**src/rtl/serial_add.sv**
```systemverilog
// serial_add: digit-serial unsigned adder, DIGITWIDTH bits per clock, start/done handshake.
//   Clk   : rising-edge clock
//   Rst_n : asynchronous active-low reset
//   start : request, honoured only when not busy (IDLE or DONE)
//   a, b  : operands, captured on the accepting edge
//   busy  : high while digits are being added
//   done  : one-cycle pulse when sum/cout are updated
//   sum   : (a + b) mod 2^DATAWIDTH, held until the next completion
//   cout  : carry out of the MSB, held with sum
module serial_add #(
    parameter int DATAWIDTH  = 8,
    parameter int DIGITWIDTH = 2
) (
    input  logic                 Clk,
    input  logic                 Rst_n,
    input  logic                 start,
    input  logic [DATAWIDTH-1:0] a,
    input  logic [DATAWIDTH-1:0] b,
    output logic                 busy,
    output logic                 done,
    output logic [DATAWIDTH-1:0] sum,
    output logic                 cout
);
    localparam int N  = DATAWIDTH / DIGITWIDTH;
    localparam int CW = (N > 1) ? $clog2(N) : 1;
    typedef enum logic [1:0] {IDLE, RUN, DONE} state_t;
    state_t state, state_nx;
    logic [DATAWIDTH-1:0] a_sh, b_sh, res, res_nx;
    logic [DIGITWIDTH:0] dig;
    logic [CW-1:0] cnt;
    logic carry, accept, last;
    assign accept = start && (state != RUN);
    assign last   = cnt == CW'(N - 1);
    assign dig    = {1'b0, a_sh[DIGITWIDTH-1:0]} + {1'b0, b_sh[DIGITWIDTH-1:0]}
                  + {{DIGITWIDTH{1'b0}}, carry};
    // New digit enters at the MSB end; after N digits the LSB digit has reached bit 0.
    assign res_nx = DATAWIDTH'({dig[DIGITWIDTH-1:0], res} >> DIGITWIDTH);
    assign busy   = state == RUN;
    assign done   = state == DONE;
    always_ff @(posedge Clk or negedge Rst_n) begin
        if (!Rst_n) state <= IDLE;
        else        state <= state_nx;
    end
    always_comb begin
        state_nx = (state == RUN) ? (last ? DONE : RUN) : (start ? RUN : IDLE);
    end
    always_ff @(posedge Clk or negedge Rst_n) begin
        if (!Rst_n) begin
            a_sh  <= '0;
            b_sh  <= '0;
            res   <= '0;
            carry <= 1'b0;
            cnt   <= '0;
            sum   <= '0;
            cout  <= 1'b0;
        end else if (accept) begin
            a_sh  <= a;
            b_sh  <= b;
            carry <= 1'b0;
            cnt   <= '0;
        end else if (state == RUN) begin
            a_sh  <= a_sh >> DIGITWIDTH;
            b_sh  <= b_sh >> DIGITWIDTH;
            carry <= dig[DIGITWIDTH];
            cnt   <= cnt + CW'(1);
            res   <= res_nx;
            if (last) begin
                sum  <= res_nx;
                cout <= dig[DIGITWIDTH];
            end
        end
    end
endmodule

```
**config.mk**
```make
export PLATFORM = sky130hd
export DESIGN_NAME = serial_add
export DESIGN_NICKNAME = d
export VERILOG_FILES = /design/src/rtl/serial_add.sv
export SDC_FILE = /design/constraint.sdc
export NUM_CORES = 1
export LEC_CHECK = 0
export BUFFER_PORTS_ARGS = -buffer_cell sky130_fd_sc_hd__buf_2
export CAP_MARGIN = 20
export CORE_ASPECT_RATIO = 1.5
export CORE_UTILIZATION = 54
export CTS_CLUSTER_DIAMETER = 150
export DETAILED_ROUTE_END_ITERATION = 10
export PLACE_DENSITY = 0.78
export SLEW_MARGIN = 20
export SYNTH_ARGS = -nofsm -noshare
export SYNTH_HDL_FRONTEND = slang
export SYNTH_SLANG_ARGS = --single-unit
```
**constraint.sdc**
```tcl
create_clock -name Clk -period 1.9 [get_ports Clk]
set_input_delay 0.285 -clock Clk [delete_from_list [all_inputs] [get_ports Clk]]
set_output_delay 0.285 -clock Clk [all_outputs]
set_load 0.02 [all_outputs]
```
* After elaboration in Yosys (flattened, before gate mapping) *
Cells that the tools add are included.
W data, S select, Z words.

cells by class
  mux-type cells = 11
  reduce and logical (&&, ||, !) cells = 4
  bitwise operators = 1
  $add $sub $neg = 3
  equality and inequality tests = 4

operator list
  cell                   number
  $mux W8                4
  $mux W2                4
  $eq A2 B2 Y1 const B   2
  $add A2 B2 Y3          1
  $add A3 B1 Y3          1
  $mux W1                3
  $reduce_and A3 Y1      1
  $add A2 B1 Y2 const B  1
  $eq A2 B1 Y1 const B   1
  $ne A2 B1 Y1 const B   1
  $reduce_and A2 Y1      1
  $reduce_bool A2 Y1     1
  $logic_and A1 B1 Y1    1
  $not A1 Y1             1

word-level totals
  bits in registers = 38
  logic and storage cells = 31
  output and inout port bits = 11
  bits of input ports = 19

* Depth between registers and ports, before layout *
Gate-level depths: netlist of the first run.

  depth in word-level cells = 4
  depth in mapped cells = 4
  gate-level depth less buffers = 4

* Worst setup path before layout of the first run *
No wires, ideal clock.

  kind = register to register
  start = reg a_sh[0]
  end = reg res[7]
  stages on the path, launching flop included = 5
  path buffers = 0
  period minus slack after synthesis = 1464 ps
  data arrival time = 1340 ps
  slack = 436 ps
  setup time = 123 ps
  cell sequence = dfrtp_1 -> inv_1 -> fa_1 -> fa_1 -> mux2i_1

on the way
  cells in the longest elaborated chain, start to end = 2

ends and longest elaborated chain
  what                    line  source
  start, declared         28    logic [DATAWIDTH-1:0] a_sh, b_sh, res, res_nx;
  start signal, assigned  62    a_sh <= a_sh >> DIGITWIDTH;
  $add A2 B2 Y3           34    assign dig = {1'b0, a_sh[DIGITWIDTH-1:0]} + {1'b0, b_sh[DIGITWIDTH-1:0]}
  $add A3 B1 Y3           35    + {{DIGITWIDTH{1'b0}}, carry};
  end signal, assigned    66    res <= res_nx;
  end, declared           28

No other way between the ends.
A chain may end at the register's enable or synchronous reset.

* Worst setup path after layout of the first run *
  start = reg state[0]
  end = out busy

on the way
  cells in the longest elaborated chain, start to end = 1

ends and longest elaborated chain
  what                    line  source
  start, declared         27    state_t state, state_nx;
  start signal, assigned  42    else state <= state_nx;
  $eq A2 B1 Y1            38    assign busy = state == RUN;
  end, declared           19    output logic busy,

No other way between the ends.

==> metrics.csv, run 1 <==
metric;value;unit
layout cell share with drive strength beyond 1;0.469;
Core Region;2940;um^2
TritonCTS Buffers;5;
top-level I/O count;30;
routed length per placed instance;13.7;um
Initial Util;0.570;
Worst setup SP type;flip-flop;
CP Data Arrival Time;1.35;ns
Syn Inst Count;113;
Core Util, Final;0.651;
pin count of the biggest net entering global routing;37;
Layout Skew;0.00264;ns
Netlist Area Pre-Place;1680;um^2
Worst Path Required;1.62;ns
overall routing resource usage;0.195;
Remaining DRCs;0;
1st-iter DRT viols;28;
min Tclk post-route;1.63;ns
Worst VDD drop;0.862;mV
fin area;1920;um^2
Row Count;24;
Synth cell types;18;
unrepaired setup endpoints after global routing;no;
max-cap violations;0;
Cell Area, Placed;1830;um^2
Register Area;901;um^2
H-tree depth;2;
crit path cell chain;nand2b_4 > clkinv_1 > buf_2;
remaining antenna violation count;0;
fmax;612;MHz
Synth area leaders;dfrtp_1, mux2_2, mux2_4;
register area share after synthesis;0.537;
number of I/O port buffers;29;
die area;3340;um^2
root buffer cell;clkbuf_8;
CP max-delay cell;dfrtp_1;
Slew Limit Fails;0;
Leak;0.985;nW
synth warn;0;
worst hold path class;in2async;
CP max FO;8;
Layout area overhead;14.2;%
vias in the first global route;999;
post-synth top area share;0.537;
Via Count;945;
final net count;168;
R2R Setup Slk;0.37;ns
chip height;70.3;um
Post-Syn Nets;135;
first-pass GRT wire length;4400;um
CP max stage delay;0.42;ns
final setup vio count;0;
final WL;2550;um
worst skew pair latency;0.28;ns
setup TNS;0;ns
period utilization;0.860;
CTS tree;yes;
area of the multi-input gates;672;um^2
Placer Congestion;0.719;
Clock Path Buffers;2;
Worst Tran Pin Value;0.784;ns
Setup crit end kind;output pin;
Hold Vio Cnt, Final;0;
Crit Path Category;reg2out;
post-synthesis register bit count;36;
vias per cell;5.08;
max_slew headroom;0.477;
width of the die;47.5;um
Clock transition at path regs;0.07;ns
hold buffers post-CTS;0;
Synth area leader;dfrtp_1;
diodes inserted;0;
# fillers;264;
buffer count from post-CTS setup fixing;0;
GRT overflow;0;
status;complete, no violations;
HPWL after DPL;1810;um
PostCTS Resize Cnt;0;
initial antenna violation count;0;
DRT Pass-1 Iters;2;
pwr dens;1670;nW/um^2
CTS Sinks;36;
Mean Syn Cell Area;14.8;um^2
[cells by family after synthesis]
logic type	share of synthesized area
mux	0.327
flops	0.537
buf+inv	0.0626
simple gates	0.0373
fa+ha+maj	0.0313
compound gates	0.00448
[where the power goes]
group	internal, W	total [W]	switching (W)
sequential	0.00112	0.00131	0.000180
combinational	0.000731	0.00135	0.000623
clock	0.000295	0.000548	0.000253
total	0.00215	0.00321	0.00106
[critical path: cells and delay by family, from the launching register on]
| kind | cells | cell delay (ns) |
|---|---|---|
| simple gates | 1 | 0.11 |
| flops | 1 | 0.42 |
| buf+inv | 2 | 0.54 |
[cell usage after synthesis]
cell	count
and2b_1	1
buf_6	4
buf_8	1
clkinv_1	1
dfrtp_1	36
fa_1	2
ha_1	1
inv_1	11
mux2_1	4
mux2_2	19
mux2_4	12
mux2i_1	11
nand2b_1	2
nand2b_4	1
nand3b_1	1
nor2_1	4
nor2b_1	1
o21a_1	1
[through the flow]
| step | instances | total power, W | setup WS (ns) | hold WS [ns] |
|---|---|---|---|---|
| global route | 186 | 0.00345 | 0.178 | 0.146 |
| global placement | 178 | 0.00264 | 0.412 | 0.396 |
| floorplan | 113 | 0.00243 | 0.436 | -0.0106 |
| detailed placement | 178 | 0.00272 | 0.366 | 0.415 |
| finish | 186 | 0.00321 | 0.267 | 0.0695 |
| CTS | 186 | 0.00327 | 0.234 | 0.101 |
[sequential cells by signal, summed over array words and instances (netlist names)]
register  flops
sum           8
cnt           2
state         2
a_sh          8
b_sh          8
cout          1
carry         1
res           6
[per-layer routing]
layer,part of all wire,vias up,track usage
met5,0,-,0
met4,0.029,0,0.114
met3,0.040,8,0.0646
met2,0.55,22,0.326
met1,0.38,471,0.195
li1,-,444,-
[layout by cell type (no fill, tap or decap)]
master	synthesis	final
and2b_1	1	1
buf_2	0	29
buf_4	0	2
clkbuf_1	0	2
clkbuf_8	0	6
clkinv_1	1	1
dfrtp_1	36	36
fa_1	2	2
ha_1	1	1
inv_1	11	11
mux2_1	4	4
mux2_2	19	19
mux2_4	12	12
mux2i_1	11	11
nand2b_1	2	2
nand2b_4	1	1
nand3b_1	1	1
nor2_1	4	4
nor2b_1	1	1
o21a_1	1	1
[worst paths after layout]
path / from / endpoint / depth (start not counted)
min: Rst_n / sum[3]$_DFFE_PN0P_ / 1
max in group asynchronous: Rst_n / b_sh[6]$_DFFE_PN0P_ / 1
max: state[0]$_DFF_PN0_ / busy / 3
min in group Clk: a[6] / a_sh[6]$_DFFE_PN0P_ / 3
min reg2reg: res[2]$_DFFE_PN0N_ / res[2]$_DFFE_PN0N_ / 1
max reg2reg: a_sh[0]$_DFFE_PN0P_ / res[7]$_DFFE_PN0N_ / 4
[final cells by class]
type	instances	area share
inverter	12	0.0235
clock buffer	8	0.0470
multi-input combinational	60	0.351
tap	39	0.0255
timing repair buffer	31	0.0836
sequential	36	0.470
No activity file was read; power rests on OpenSTA's default activity.
==> run 2: changes to the inputs <==
--- a/config.mk
+++ b/config.mk
@@ -5,12 +5,14 @@
 export SDC_FILE = /design/constraint.sdc
 export NUM_CORES = 1
 export LEC_CHECK = 0
+export ABC_AREA = 1
 export BUFFER_PORTS_ARGS = -buffer_cell sky130_fd_sc_hd__buf_2
 export CAP_MARGIN = 20
 export CORE_ASPECT_RATIO = 1.5
-export CORE_UTILIZATION = 54
+export CORE_UTILIZATION = 55
 export CTS_CLUSTER_DIAMETER = 150
 export DETAILED_ROUTE_END_ITERATION = 10
+export MAX_ROUTING_LAYER = met4
 export PLACE_DENSITY = 0.78
 export SLEW_MARGIN = 20
 export SYNTH_ARGS = -nofsm -noshare
==> run 2 against run 1 <==
Flip-flop and latch count did not move. Clock power rose by 3%. Synthesized cell count rose by 56%. Sequential share of layout area fell by 0.58 points. Die area rose by 3.3%. Register-to-register slack got worse by 0.12 ns. Sequential power fell by 3%. Total power fell by 2.1%. Clock-buffer cell count fell by 2. Worst setup slack got worse by 0.021 ns. Synthesized area rose by 5.4%. Largest cell class unchanged.
==> metrics.csv, run 2 <==
metric;value;unit;change
overall routing resource usage;0.222;;was 0.195
GRT overflow;0;;unchanged
placed cells;237;;was 178
post-synth top area share;0.510;;was 0.537
Finished Layout Cells;245;;was 186
Synth area leaders;dfrtp_1, nand3_2, nand2_1;;was dfrtp_1, mux2_2, mux2_4
width of the die;48.3;um;was 47.5 um
Layout area overhead;9.77;%;was 14.2%
Post-Syn Nets;198;;was 135
initial antenna violation count;0;;unchanged
Clock Path Buffers;2;;unchanged
CTS tree;yes;;unchanged
Worst Path Required;2.09;ns;was 1.62 ns
buffer count from post-CTS setup fixing;0;;unchanged
max_slew headroom;0.481;;was 0.477
Worst setup SP type;flip-flop;;unchanged
top-level I/O count;30;;unchanged
pin count of the biggest net entering global routing;47;;was 37
CTS Sinks;36;;unchanged
commonest cells after routing, fill and taps aside;nand2_1, dfrtp_1, buf_2, nand3_1, nand3_2;;was dfrtp_1, buf_2, mux2_2, mux2_4
Remaining DRCs;0;;unchanged
worst hold path class;in2async;;unchanged
final WL;3090;um;was 2550 um
pwr dens;1620;nW/um^2;was 1670 nW/um^2
Largest regs;a_sh x8, b_sh x8, sum x8;;unchanged
max-cap violations;0;;unchanged
Placer Congestion;0.749;;was 0.719
Layout Skew;0.00563;ns;was 0.00264 ns
TritonCTS Buffers;5;;unchanged
fmax;605;MHz;was 612 MHz
CP Data Arrival Time;1.84;ns;was 1.35 ns
Post-synth EDFFs;0;;unchanged
Post-synth top cells;nand2_1, dfrtp_1, nand3_1, nand3_2, inv_1;;was dfrtp_1, mux2_2, mux2_4, inv_1, mux2i_1
vias in the first global route;1232;;was 999
chip height;71.4;um;was 70.3 um
PostCTS Resize Cnt;0;;unchanged
Mean Syn Cell Area;10.0;um^2;was 14.8 um^2
1st-iter DRT viols;10;;was 28
diodes inserted;0;;unchanged
DP Worst Slack;0.260;ns;was 0.366 ns
register area share after synthesis;0.510;;was 0.537
Initial Util;0.595;;was 0.570
setup slack after layout;0.246;ns;was 0.267 ns
count leader, synth;nand2_1;;was dfrtp_1
H-tree depth;2;;unchanged
commonest non-fill, non-tap cell in the layout;nand2_1;;was dfrtp_1
CP max FO;2;;was 8
die area;3450;um^2;was 3340 um^2
# fillers;272;;was 264
Syn Inst Count;176;;was 113
worst-case reg-to-reg path depth;6;;was 4
Crit Path Category;reg2reg;;was reg2out
Worst Tran Pin Value;0.779;ns;was 0.784 ns
root buffer cell;clkbuf_8;;unchanged
final setup vio count;0;;unchanged
number of I/O port buffers;29;;unchanged
remaining antenna violation count;0;;unchanged
Power Total;0.00314;W;was 0.00321 W
layout cell share with drive strength beyond 1;0.335;;was 0.469
Setup crit end kind;flip-flop;;was output pin
period utilization;0.871;;was 0.860
Clock transition at path regs;0.07;ns;about the same
first-pass GRT wire length;5200;um;was 4400 um
Via Count;1293;;was 945
synth warn;0;;unchanged
vias per cell;5.28;;was 5.08
Leak;1.04;nW;was 0.985 nW
Worst VDD drop;1.01;mV;was 0.862 mV
final net count;227;;was 168
routed length per placed instance;12.6;um;was 13.7 um
Core Region;2970;um^2;was 2940 um^2
setup TNS;0;ns;unchanged
DRT Pass-1 Iters;5;;was 2
Hold Vio Cnt, Final;0;;unchanged
status;complete, no violations;;unchanged
min Tclk post-route;1.65;ns;was 1.63 ns
most used flip-flop cell after synthesis;dfrtp_1;;unchanged
Row Count;24;;unchanged
post-synthesis register bit count;36;;unchanged
worst skew pair latency;0.30;ns;was 0.28 ns
Synth area leader;dfrtp_1;;unchanged
unrepaired setup endpoints after global routing;no;;unchanged
Slew Limit Fails;0;;unchanged
HPWL after DPL;2030;um;was 1810 um
Netlist Area Pre-Place;1770;um^2;was 1680 um^2
ys async rst share;1.00;;unchanged
Synth cell types;21;;was 18
hold buffers post-CTS;0;;unchanged
hold slack;0.0666;ns;was 0.0695 ns
## run 2: cell types whose count changed after synthesis, moves of 4 or more
cell	before	now
mux2_4	12	0
nand2_1	0	51
o21ai_2	0	4
mux2_1	4	0
mux2i_1	11	0
mux2_2	19	0
nand3_1	0	27
nand3_2	0	20
## run 2: final cells by class
type / instances / area, um^2 / area share
inverters: 14 / 52.6 / 0.0271
repair buffers: 33 / 175 / 0.0903
multi-input cells: 115 / 671 / 0.346
clock inverters: 2 / 10.0 / 0.00516
flip-flops and latches: 36 / 901 / 0.464
clock buffers: 6 / 82.6 / 0.0426
well taps: 39 / 48.8 / 0.0251
## run 2: per-layer routing
layer / vias to the layer above / routed length, um / GRT usage
met1: 625 / 1240 / 0.244
met2: 41 / 1640 / 0.345
li1: 620 / - / -
met5: - / 0 / -
met4: 0 / 74 / 0.127
met3: 7 / 138 / 0.0554
## run 2: per-stage QoR
step / cell area (um^2) / util
2_1_floorplan: 1770 / -
5_1_grt: 1940 / 0.653
4_1_cts: 1940 / 0.653
6_report: 1940 / 0.653
3_5_place_dp: 1850 / 0.622
3_3_place_gp: 1850 / 0.622
## run 2: worst max-delay path, cell delays in order, from the launching register on
cell and delay, ns:
dfrtp_1 0.35, inv_1 0.07, fa_1 0.43, fa_1 0.54, inv_1 0.05, nand2_1 0.06, nand2_1 0.05
## run 2: cells by family (layout without fill, tap and decap cells)
family                   Yosys count  count (layout)  share of synthesized area
AND/OR/NAND/NOR                  103             103                      0.316
flip-flops                        36              36                      0.510
buffers and inverters             25              55                      0.111
AO/OA/AOI/OAI                      9               9                     0.0340
adder cells (fa/ha/maj)            3               3                     0.0297
## run 2: final timing paths
path,from,endpoint,slack (ns)
max,a_sh[0]$_DFFE_PN0P_,sum[7]$_DFFE_PN0P_,0.25
min,Rst_n,b_sh[2]$_DFFE_PN0P_,0.07
max reg2reg,a_sh[0]$_DFFE_PN0P_,sum[7]$_DFFE_PN0P_,0.25
min reg2reg,sum[6]$_DFFE_PN0P_,sum[6]$_DFFE_PN0P_,0.47
max in group asynchronous,Rst_n,sum[5]$_DFFE_PN0P_,1.35
min in group Clk,a[7],a_sh[7]$_DFFE_PN0P_,0.22
## run 2: where the power goes
| group | total, W | internal, W | switching, W |
|---|---|---|---|
| clock | 0.000566 | 0.000289 | 0.000277 |
| sequential | 0.00127 | 0.00108 | 0.000185 |
| combinational | 0.00131 | 0.000463 | 0.000842 |
